==> src/rtl/nibble_add_sequencer.sv <==
//-----------------------------------------------------------------------------
// nibble_add_sequencer
//
// Shares one external 4-bit ripple-carry adder between two requesters.
// A wide addition of 4*NIBBLES bits is performed one nibble per cycle,
// least-significant nibble first. The carry between nibbles is held in a
// register. Requests are arbitrated round-robin and the result is returned
// on a single response channel tagged with the requester id.
//
// Ports:
//   clk, rst                   clock, synchronous active-high reset
//   req0_* / req1_*            valid/ready request channels (a, b, cin)
//   resp_*                     valid/ready response channel (sum, cout, id)
//   busy                       high while an operation is in CALC or DONE
//   add_a, add_b, add_cin      operands driven to the external adder
//   add_sum, add_cout          combinational result from the external adder
//-----------------------------------------------------------------------------
module nibble_add_sequencer #(
    parameter int NIBBLES = 4
) (
    input  logic                   clk,
    input  logic                   rst,

    input  logic                   req0_valid,
    output logic                   req0_ready,
    input  logic [4*NIBBLES-1:0]   req0_a,
    input  logic [4*NIBBLES-1:0]   req0_b,
    input  logic                   req0_cin,

    input  logic                   req1_valid,
    output logic                   req1_ready,
    input  logic [4*NIBBLES-1:0]   req1_a,
    input  logic [4*NIBBLES-1:0]   req1_b,
    input  logic                   req1_cin,

    output logic                   resp_valid,
    input  logic                   resp_ready,
    output logic [4*NIBBLES-1:0]   resp_sum,
    output logic                   resp_cout,
    output logic                   resp_id,

    output logic                   busy,

    output logic [3:0]             add_a,
    output logic [3:0]             add_b,
    output logic                   add_cin,
    input  logic [3:0]             add_sum,
    input  logic                   add_cout
);

    // Counter needs at least one bit even for a single-nibble configuration.
    localparam int CW = (NIBBLES > 1) ? $clog2(NIBBLES) : 1;
    localparam logic [CW-1:0] LAST = CW'(NIBBLES - 1);

    typedef enum logic [1:0] {
        IDLE = 2'd0,
        CALC = 2'd1,
        DONE = 2'd2
    } state_t;

    state_t                    state;
    logic [CW-1:0]             cnt;

    // Operands and the partial result are stored as nibble arrays so the
    // active slice is a plain index by the counter.
    logic [NIBBLES-1:0][3:0]   opa;
    logic [NIBBLES-1:0][3:0]   opb;
    logic [NIBBLES-1:0][3:0]   result;
    logic [NIBBLES-1:0][3:0]   result_nxt;

    // Response registers are separate from the working result so that the
    // last response stays visible while the next operation is computed.
    logic [NIBBLES-1:0][3:0]   sum_q;
    logic                      cout_q;
    logic                      id_q;

    logic                      carry;
    logic                      cur_id;
    logic                      last_grant;

    logic                      grant0;
    logic                      grant1;
    logic                      in_calc;

    //-------------------------------------------------------------------------
    // Round-robin arbitration: on contention the requester that was not
    // served last wins. last_grant resets to 1 so requester 0 wins first.
    //-------------------------------------------------------------------------
    always_comb begin
        grant0 = req0_valid && (!req1_valid || last_grant);
        grant1 = req1_valid && (!req0_valid || !last_grant);
    end

    // Ready is gated by reset so nothing is accepted while rst is asserted.
    assign req0_ready = !rst && (state == IDLE) && grant0;
    assign req1_ready = !rst && (state == IDLE) && grant1;

    //-------------------------------------------------------------------------
    // Result with the current adder nibble merged in. Used both for the
    // working register and for the response register on the last nibble,
    // so the final nibble does not need an extra cycle.
    //-------------------------------------------------------------------------
    always_comb begin
        result_nxt      = result;
        result_nxt[cnt] = add_sum;
    end

    //-------------------------------------------------------------------------
    // Control FSM and datapath registers
    //-------------------------------------------------------------------------
    always_ff @(posedge clk) begin
        if (rst) begin
            state      <= IDLE;
            cnt        <= '0;
            opa        <= '0;
            opb        <= '0;
            result     <= '0;
            sum_q      <= '0;
            cout_q     <= 1'b0;
            id_q       <= 1'b0;
            carry      <= 1'b0;
            cur_id     <= 1'b0;
            last_grant <= 1'b1;
        end else begin
            case (state)
                IDLE: begin
                    if (req0_ready || req1_ready) begin
                        // At most one ready is high, so req1_ready alone
                        // selects the winner.
                        opa        <= req1_ready ? req1_a   : req0_a;
                        opb        <= req1_ready ? req1_b   : req0_b;
                        carry      <= req1_ready ? req1_cin : req0_cin;
                        cur_id     <= req1_ready;
                        last_grant <= req1_ready;
                        cnt        <= '0;
                        state      <= CALC;
                    end
                end

                CALC: begin
                    result <= result_nxt;
                    carry  <= add_cout;
                    if (cnt == LAST) begin
                        sum_q  <= result_nxt;
                        cout_q <= add_cout;
                        id_q   <= cur_id;
                        state  <= DONE;
                    end else begin
                        cnt <= cnt + 1'b1;
                    end
                end

                DONE: begin
                    if (resp_ready) begin
                        state <= IDLE;
                    end
                end

                default: begin
                    state <= IDLE;
                end
            endcase
        end
    end

    //-------------------------------------------------------------------------
    // Outputs. Every output is forced low while rst is asserted, so the
    // first reset cycle already presents a clean interface even if the
    // sequencer was mid-operation.
    //-------------------------------------------------------------------------
    assign in_calc    = !rst && (state == CALC);

    assign add_a      = in_calc ? opa[cnt] : 4'h0;
    assign add_b      = in_calc ? opb[cnt] : 4'h0;
    assign add_cin    = in_calc && carry;

    assign resp_valid = !rst && (state == DONE);
    assign busy       = !rst && (state != IDLE);
    assign resp_sum   = rst ? '0 : sum_q;
    assign resp_cout  = !rst && cout_q;
    assign resp_id    = !rst && id_q;

endmodule

==> config.mk <==
export PLATFORM = sky130hd
export DESIGN_NAME = nibble_add_sequencer
export DESIGN_NICKNAME = d
export VERILOG_FILES = /design/src/rtl/nibble_add_sequencer.sv
export SDC_FILE = /design/constraint.sdc
export NUM_CORES = 1
export LEC_CHECK = 0
export ABC_CLOCK_PERIOD_IN_PS = 4300
export BUFFER_PORTS_ARGS = -buffer_cell sky130_fd_sc_hd__buf_2
export CAP_MARGIN = 30
export CORE_MARGIN = 4
export CORE_UTILIZATION = 56
export DETAILED_ROUTE_END_ITERATION = 7
export GPL_ROUTABILITY_DRIVEN = 0
export PLACE_DENSITY = 0.93
export SLEW_MARGIN = 15
export SYNTH_ARGS = -nofsm -noshare
export SYNTH_HDL_FRONTEND = slang
export SYNTH_SLANG_ARGS = --single-unit
==> constraint.sdc <==
create_clock -name clk -period 4.3 [get_ports clk]
set_input_delay 0.86 -clock clk [delete_from_list [all_inputs] [get_ports clk]]
set_output_delay 0.86 -clock clk [all_outputs]
set_load 0.03 [all_outputs]
* Word-level counts from Yosys, hierarchy flattened *
Cells that the tools add are included.

storage, ports and cells
  bits in registers = 73
  input bits = 76
  output and inout port bits = 31
  logic and storage cells = 82

cells by class
  add/sub/neg operators = 1
  $lt $le $gt $ge = 2
  equality and inequality tests = 7
  mux-type cells = 22
  reduce and logical (&&, ||, !) cells = 27

operators with widths
  cell                   count
  $mux W16               3
  $mux W4                5
  $bmux W4 S2            2
  $bwmux W16             1
  $logic_and A1 B1 Y1    12
  $mux W2                5
  $demux W4 S2           1
  $ne A2 B2 Y1 const B   3
  $pmux W2 S3            1
  $reduce_and A2 Y1      3
  $reduce_and A3 Y1      2
  $eq A2 B2 Y1 const B   2
  $logic_not A1 Y1       4
  $pmux W2 S2            1
  $reduce_bool A2 Y1     2
  $logic_or A1 B1 Y1     3
  $lt A2 B3 Y1 const B   1
  $add A2 B1 Y2 const B  1
  $eq A2 B1 Y1 const B   1
  $ge A2 B1 Y1 const B   1
  $logic_not A2 Y1       1
  $mux W1                2
  $ne A2 B1 Y1 const B   1
  $pmux W1 S2            1

* Logic depth before layout (Yosys ltp) *
Gate-level depths: netlist (run 1).

  depth in word-level cells = 7
  gate-level depth with buffers = 7
  depth with buffers taken out = 5

* Worst setup path after synthesis (run 1) *
No wires, ideal clock.

  kind = input to output
  start point = input port rst
  end point = output port resp_valid
  arrival = 1.895 ns
  data required time = 3.440 ns
  path slack = 1.545 ns
  cell stages on the path = 3
  path buffers = 2
  cells stage by stage = clkbuf_1 > clkbuf_1 > nor3_1

on the way
  longest elaborated chain between the ends = 2

RTL lines
  item                 RTL line  text
  start: declaration   22        input logic rst,
  $logic_not A1 Y1     177       assign resp_valid = !rst && (state == DONE);
  $logic_and A1 B1 Y1  177
  end: declaration     36        output logic resp_valid,

No other way between the ends.

* Worst setup path in the final report (run 1) *
  start point = input port rst
  end point = output port req0_ready

on the way
  longest elaborated chain between the ends = 3

RTL lines
  item                              RTL line  text
  $logic_not A1 Y1                  95        assign req0_ready = !rst && (state == IDLE) && grant0;
  $logic_and A1 B1 Y1 (2 in a row)  95
  end: declaration                  25        output logic req0_ready,

No other way between the ends.

==> flow_metrics.tcl, run 1 <==
set metrics [dict create \
    crit_path_start "rst" \
    crit_end "req0_ready" \
    fin_crit_sh 0.754 \
    r2r_cells 5 \
    grt_setup_unrepaired "false" \
    synth_ff_type "dfxtp_1" \
    multi_input_area_mm2 0.00202 \
    rrSetupSlack_ns 2.18 \
    final.setup_skew_ns 0.00848 \
    final_util 0.695 \
    setup_violations 0 \
    worstPathMaxFanout 44 \
    clock_sinks 69 \
    synth_edf_count 0 \
    place_area_mm2 0.00411 \
    min_path_type "flop to flop" \
    grt_max_degree 68 \
    critical_path_depth 6 \
    pwr-share-seq 0.439 \
    hold_viol_final 0 \
    switching_share 0.254 \
    slew_violations 0 \
    maxSlewHeadroom 0.474 \
    routed_wl_um 10100 \
    intPower_w 0.00119 \
    cp_cell_sequence "buf_2, nor3_2, buf_4, nand3_1, inv_1, buf_2" \
    syn2layout_area_growth_pct 20.4 \
    vias_per_cell 6.35 \
    status "complete, no violations" \
    worst_path_max_delay_cell "buf_4" \
    num_rows 29 \
    grt_pass1_wl_um 15500 \
    combPwrFrac 0.145 \
    drive_above_1_share 0.297 \
    placedCellCount 548 \
    die_area_mm2 0.00790 \
    synth_seq_cells 69 \
    cts_tree "done" \
    worst_ir_drop_vdd_uv 220 \
    cts_buffer_depth 2 \
    fmax_mhz 309 \
    async_flop_share 0 \
    hold_buffers 0 \
    leakagePower_nw 1.76 \
    die_w_um 88.9 \
    worstReg2RegStart "cnt[0]" \
    num_vias 3595 \
    htreeDepth 3 \
    min_period_ns 3.24 \
    grt.total_usage 0.252 \
    wl_per_cell_um 17.8 \
    drtPass1Iterations 5 \
    antenna_found_initial 0 \
    tns_ns 0 \
    coreArea_mm2 0.00635 \
    fillers 450 \
    stdcell_count 566 \
    p_sw_w 0.000405 \
    critical_path_buf_inv_count 4 \
    arrival_ns 2.38 \
    drc 0 \
    cts_setup_buffers 0 \
    tightest_slew_ns 0.789 \
    synth_cell_types 34 \
    hpwl_um 6560 \
    ioPinCount 107 \
    crit_type "primary input to output port" \
    yosysWarnings 0 \
    clkLatencyLatePin_ns 0.34 \
    final_area_mm2 0.00441 \
    worstHoldStart "cout_q" \
    synthesis.area_mm2 0.00366 \
    cp.required_ns 3.44 \
    gr-total-overflow 0 \
    final_nets 564 \
    cpMostUsedCell "buf_2" \
    seq_area_mm2 0.00138 \
    seq_area_frac_synth 0.377 \
    syn_inst 414 \
    detail-route-antenna-nets 0 \
    synth_nets 494 \
    path_delay_family "buffers and inverters" \
    diodes 0 \
    root_buffer "clkbuf_8" \
    cts_resized 0 \
    syn_area_per_cell_um2 8.85 \
    endpoint_kind "output port" \
    cts_buffers 9 \
    portBuffers 106 \
    start_kind "primary input" \
    max_stage_delay_ns 0.36 \
    pwr-share-clk 0.417 \
    cts.clk_slew.worst_paths_ns 0.07 \
    fp.dieH_um 88.9 \
    initial_utilization 0.577 \
    timing.rr.end "sum_q[3]" \
    drv_cap 0 \
    grt_pass1_vias 3207 \
    drtIter0Drc 345 \
    p_per_area_mw_per_mm2 361 \
]
stage by stage:
step / total power, W / hold WS, ns / setup slack [ns]
after global placement: 0.000923 / 0.438 / 1.19
after CTS: 0.00159 / 0.462 / 1.14
final: 0.00159 / 0.462 / 1.06
after floorplan: 0.000860 / 0.432 / 1.55
after detailed placement: 0.000933 / 0.448 / 1.14
after global routing: 0.00165 / 0.502 / 0.936
cell usage after synthesis, types with 4 or more instances:
cell type | instances | area (um^2)
nor2_1 | 28 | 105
nand4_1 | 32 | 200
ha_1 | 4 | 50.1
inv_1 | 7 | 26.3
o31ai_1 | 32 | 240
nand3b_1 | 4 | 30.0
a21oi_1 | 9 | 45.0
dfxtp_1 | 69 | 1380
nand2_1 | 13 | 48.8
a211oi_1 | 12 | 90.1
nor3_1 | 36 | 180
mux4_2 | 8 | 180
nor2b_1 | 27 | 169
a311oi_1 | 32 | 280
clkbuf_1 | 49 | 184
mux2i_1 | 24 | 240
or3_1 | 4 | 25.0
worst min-delay path by stage:
stage,to,slack (ns),cells after the start
floorplan,cout_q,0.43,2
global placement,cout_q,0.44,2
detailed placement,sum_q[12],0.45,2
CTS,cout_q,0.46,2
global route,cout_q,0.50,2
finish,cout_q,0.46,2
metal layers:
metal / vias up / global-route usage / wire length (um)
li1: 1710 / - / -
met1: 1657 / 0.344 / 4070
met2: 209 / 0.392 / 4960
met3: 19 / 0.0559 / 912
met4: 0 / 0.0865 / 163
met5: - / 0 / 0
logic make-up (layout without fill, tap and decap cells):
family / after synthesis / after routing / share of synthesized area
AOI/OAI and AO/OA: 94 / 94 / 0.200
adders and majority gates: 4 / 4 / 0.0137
muxes: 32 / 32 / 0.115
and+or+nand+nor: 152 / 152 / 0.222
buffers and inverters: 63 / 138 / 0.0727
DFF: 69 / 69 / 0.377
layout make-up:
| class | count | area share |
|---|---|---|
| repair buffers | 115 | 0.142 |
| multi-input cells | 282 | 0.459 |
| flip-flops and latches | 69 | 0.313 |
| inverters | 7 | 0.00596 |
| clock inverters | 5 | 0.0241 |
| clock buffers | 11 | 0.0343 |
| well taps | 77 | 0.0218 |
registers in the layout (all words and copies together), names as in the netlist:
register	count
sum_q	16
carry	1
cnt	2
cout_q	1
id_q	1
result	12
opa	16
opb	16
state	2
last_grant	1
cur_id	1
worst min-delay path, cell delays in order (launching register included):
cell     delay, ns
dfxtp_1       0.31
nand2_1       0.05
a21oi_1       0.06
power by group through the flow:
stage	combinational (W)	sequential [W]	clock (W)
2_1_floorplan	0.000162	0.000698	0
3_3_place_gp	0.000214	0.000710	0
3_5_place_dp	0.000221	0.000712	0
4_1_cts	0.000224	0.000698	0.000668
5_1_grt	0.000251	0.000702	0.000698
6_report	0.000230	0.000699	0.000664
cell usage in the layout, fill, tap and decap left out, drive strengths merged:
cell type,count
buf,115
dfxtp,69
nor3,36
o31ai,32
nand4,32
a311oi,32
nor2,28
nor2b,27
mux2i,24
nand2,13
a211oi,12
clkbuf,11
a21oi,9
mux4,8
inv,7
nand3b,4
ha,4
or3,4
nand2b,3
bufinv,3
o221ai,2
or2,2
a21bo,1
nand3,1
and3b,1
or3b,1
o21bai,1
a221oi,1
o221a,1
o21ai,1
a211o,1
a2111oi,1
clkinvlp,1
clkinv,1
Note: power is estimated with default switching activity, not from simulation.
==> run 2, diff against run 1 <==
--- a/config.mk
+++ b/config.mk
@@ -5,14 +5,14 @@
 export SDC_FILE = /design/constraint.sdc
 export NUM_CORES = 1
 export LEC_CHECK = 0
-export ABC_CLOCK_PERIOD_IN_PS = 4300
+export ABC_CLOCK_PERIOD_IN_PS = 3240
 export BUFFER_PORTS_ARGS = -buffer_cell sky130_fd_sc_hd__buf_2
 export CAP_MARGIN = 30
 export CORE_MARGIN = 4
-export CORE_UTILIZATION = 56
+export CORE_UTILIZATION = 52
 export DETAILED_ROUTE_END_ITERATION = 7
 export GPL_ROUTABILITY_DRIVEN = 0
-export PLACE_DENSITY = 0.93
+export PLACE_DENSITY = 0.88
 export SLEW_MARGIN = 15
 export SYNTH_ARGS = -nofsm -noshare
 export SYNTH_HDL_FRONTEND = slang
==> constraint.sdc (replaced) <==
create_clock -name clk -period 3.24 [get_ports clk]
set_input_delay 0.648 -clock clk [delete_from_list [all_inputs] [get_ports clk]]
set_output_delay 0.648 -clock clk [all_outputs]
set_load 0.03 [all_outputs]
==> run 2 against run 1 <==
  * Via count shrank 0.86%
  * Clock skew grew 0.0011 ns
  * Critical path type is now flop to output port
  * Clock power grew 19%
  * Non-clock buffer count grew 2
==> flow_metrics.tcl, run 2 (same netlist as run 1, synthesis figures left out) <==
set metrics [dict create \
    setup_violations 0 \
    start_kind "flop" \
    cts_buffer_depth 2 \
    grt_pass1_wl_um 16000 \
    fp.dieH_um 91.9 \
    p_per_area_mw_per_mm2 460 \
    grt.total_usage 0.230 \
    syn2layout_area_growth_pct 19.8 \
    ioPinCount 107 \
    detail-route-antenna-nets 0 \
    maxSlewHeadroom 0.514 \
    min_period_ns 2.74 \
    drtIter0Drc 286 \
    diodes 0 \
    fin_crit_sh 0.846 \
    die_w_um 91.9 \
    cts_buffers 9 \
    vias_per_cell 6.07 \
    grt_pass1_vias 3405 \
    slew_violations 0 \
    htreeDepth 3 \
    clock_sinks 69 \
    drc 0 \
    portBuffers 106 \
    cts_tree "done" \
    num_rows 30 \
    min_path_type "flop to flop" \
    grt_setup_unrepaired "false" \
    crit_path_start "state[0]" \
    leakagePower_nw 1.74 \
    place_area_mm2 0.00417 \
    layout_common_cells "buf_2 (106), dfxtp_1 (69), nor3_1 (35)" \
    cts.clk_slew.worst_paths_ns 0.07 \
    worstReg2RegStart "cnt[0]" \
    worst_ir_drop_vdd_uv 258 \
    tns_ns 0 \
    fmax_mhz 365 \
    hold_buffers 0 \
    cts_setup_buffers 0 \
    final_area_mm2 0.00439 \
    drtPass1Iterations 5 \
    arrival_ns 2.09 \
    grt_max_degree 68 \
    hold_viol_final 0 \
    antenna_found_initial 0 \
    tightest_slew_ns 0.728 \
    routed_wl_um 9960 \
    gr-total-overflow 0 \
    worstHoldStart "sum_q[15]" \
    endpoint_kind "output port" \
    worstPathMaxFanout 15 \
    coreArea_mm2 0.00683 \
    die_area_mm2 0.00845 \
    power_w 0.00202 \
    hpwl_um 6620 \
    initial_utilization 0.536 \
    root_buffer "clkbuf_8" \
    clkLatencyLatePin_ns 0.35 \
    final_nets 566 \
    wl_per_cell_um 17.0 \
    drv_cap 0 \
    num_vias 3564 \
    top_regs "opa: 16 flops, opb: 16 flops, sum_q: 16 flops" \
    final_common_cell "buf_2" \
    crit_type "flop to output port" \
    cts_resized 0 \
    cp.required_ns 2.59 \
    drive_above_1_share 0.297 \
    status "complete, no violations" \
    final.setup_skew_ns 0.00957 \
]
-- run 2: metal layers --
metal	track usage	vias up	share of wire
met1	0.298	1627	0.42
met2	0.371	195	0.47
li1	-	1717	-
met4	0.101	0	0.026
met5	0	-	0
met3	0.0451	25	0.088
-- run 2: layout make-up --
class / count / area (um^2)
Tap cell: 96 / 120
Fill cell: 574 / 2440
Sequential cell: 69 / 1380
Timing Repair Buffer: 117 / 613
Inverter: 7 / 26.3
Clock inverter: 5 / 83.8
Clock buffer: 11 / 141
Multi-Input combinational cell: 282 / 2020
-- run 2: per-stage QoR --
stage | worst slack (ns) | hold WS, ns | cells | utilization
floorplan | 0.909 | 0.432 | 414 | -
global placement | 0.730 | 0.439 | 571 | 0.610
detailed placement | 0.713 | 0.448 | 571 | 0.610
CTS | 0.491 | 0.467 | 587 | 0.643
global route | 0.393 | 0.481 | 587 | 0.643
finish | 0.499 | 0.460 | 587 | 0.643
-- run 2: worst max-delay path: stages (launching register included) --
cell      delay (ns)
dfxtp_1         0.69
nand2b_1        0.21
or2_2           0.44
nor2b_1         0.18
buf_2           0.22
-- run 2: final timing paths --
path / endpoint / slack [ns] / cells after the start
worst min-delay path: sum_q[15] / 0.46 / 2
worst min register to register: sum_q[15] / 0.46 / 2
worst max register to register: sum_q[11] / 1.05 / 5
worst max-delay path: add_a[2] / 0.50 / 4
-- run 2: where the power goes --
| group | switching [W] | internal, W | total (W) | leakage (nW) |
|---|---|---|---|---|
| Sequential | 0.0000369 | 0.000891 | 0.000928 | 0.562 |
| Clock | 0.000332 | 0.000456 | 0.000788 | 0.106 |
| Combinational | 0.000173 | 0.000130 | 0.000303 | 1.07 |
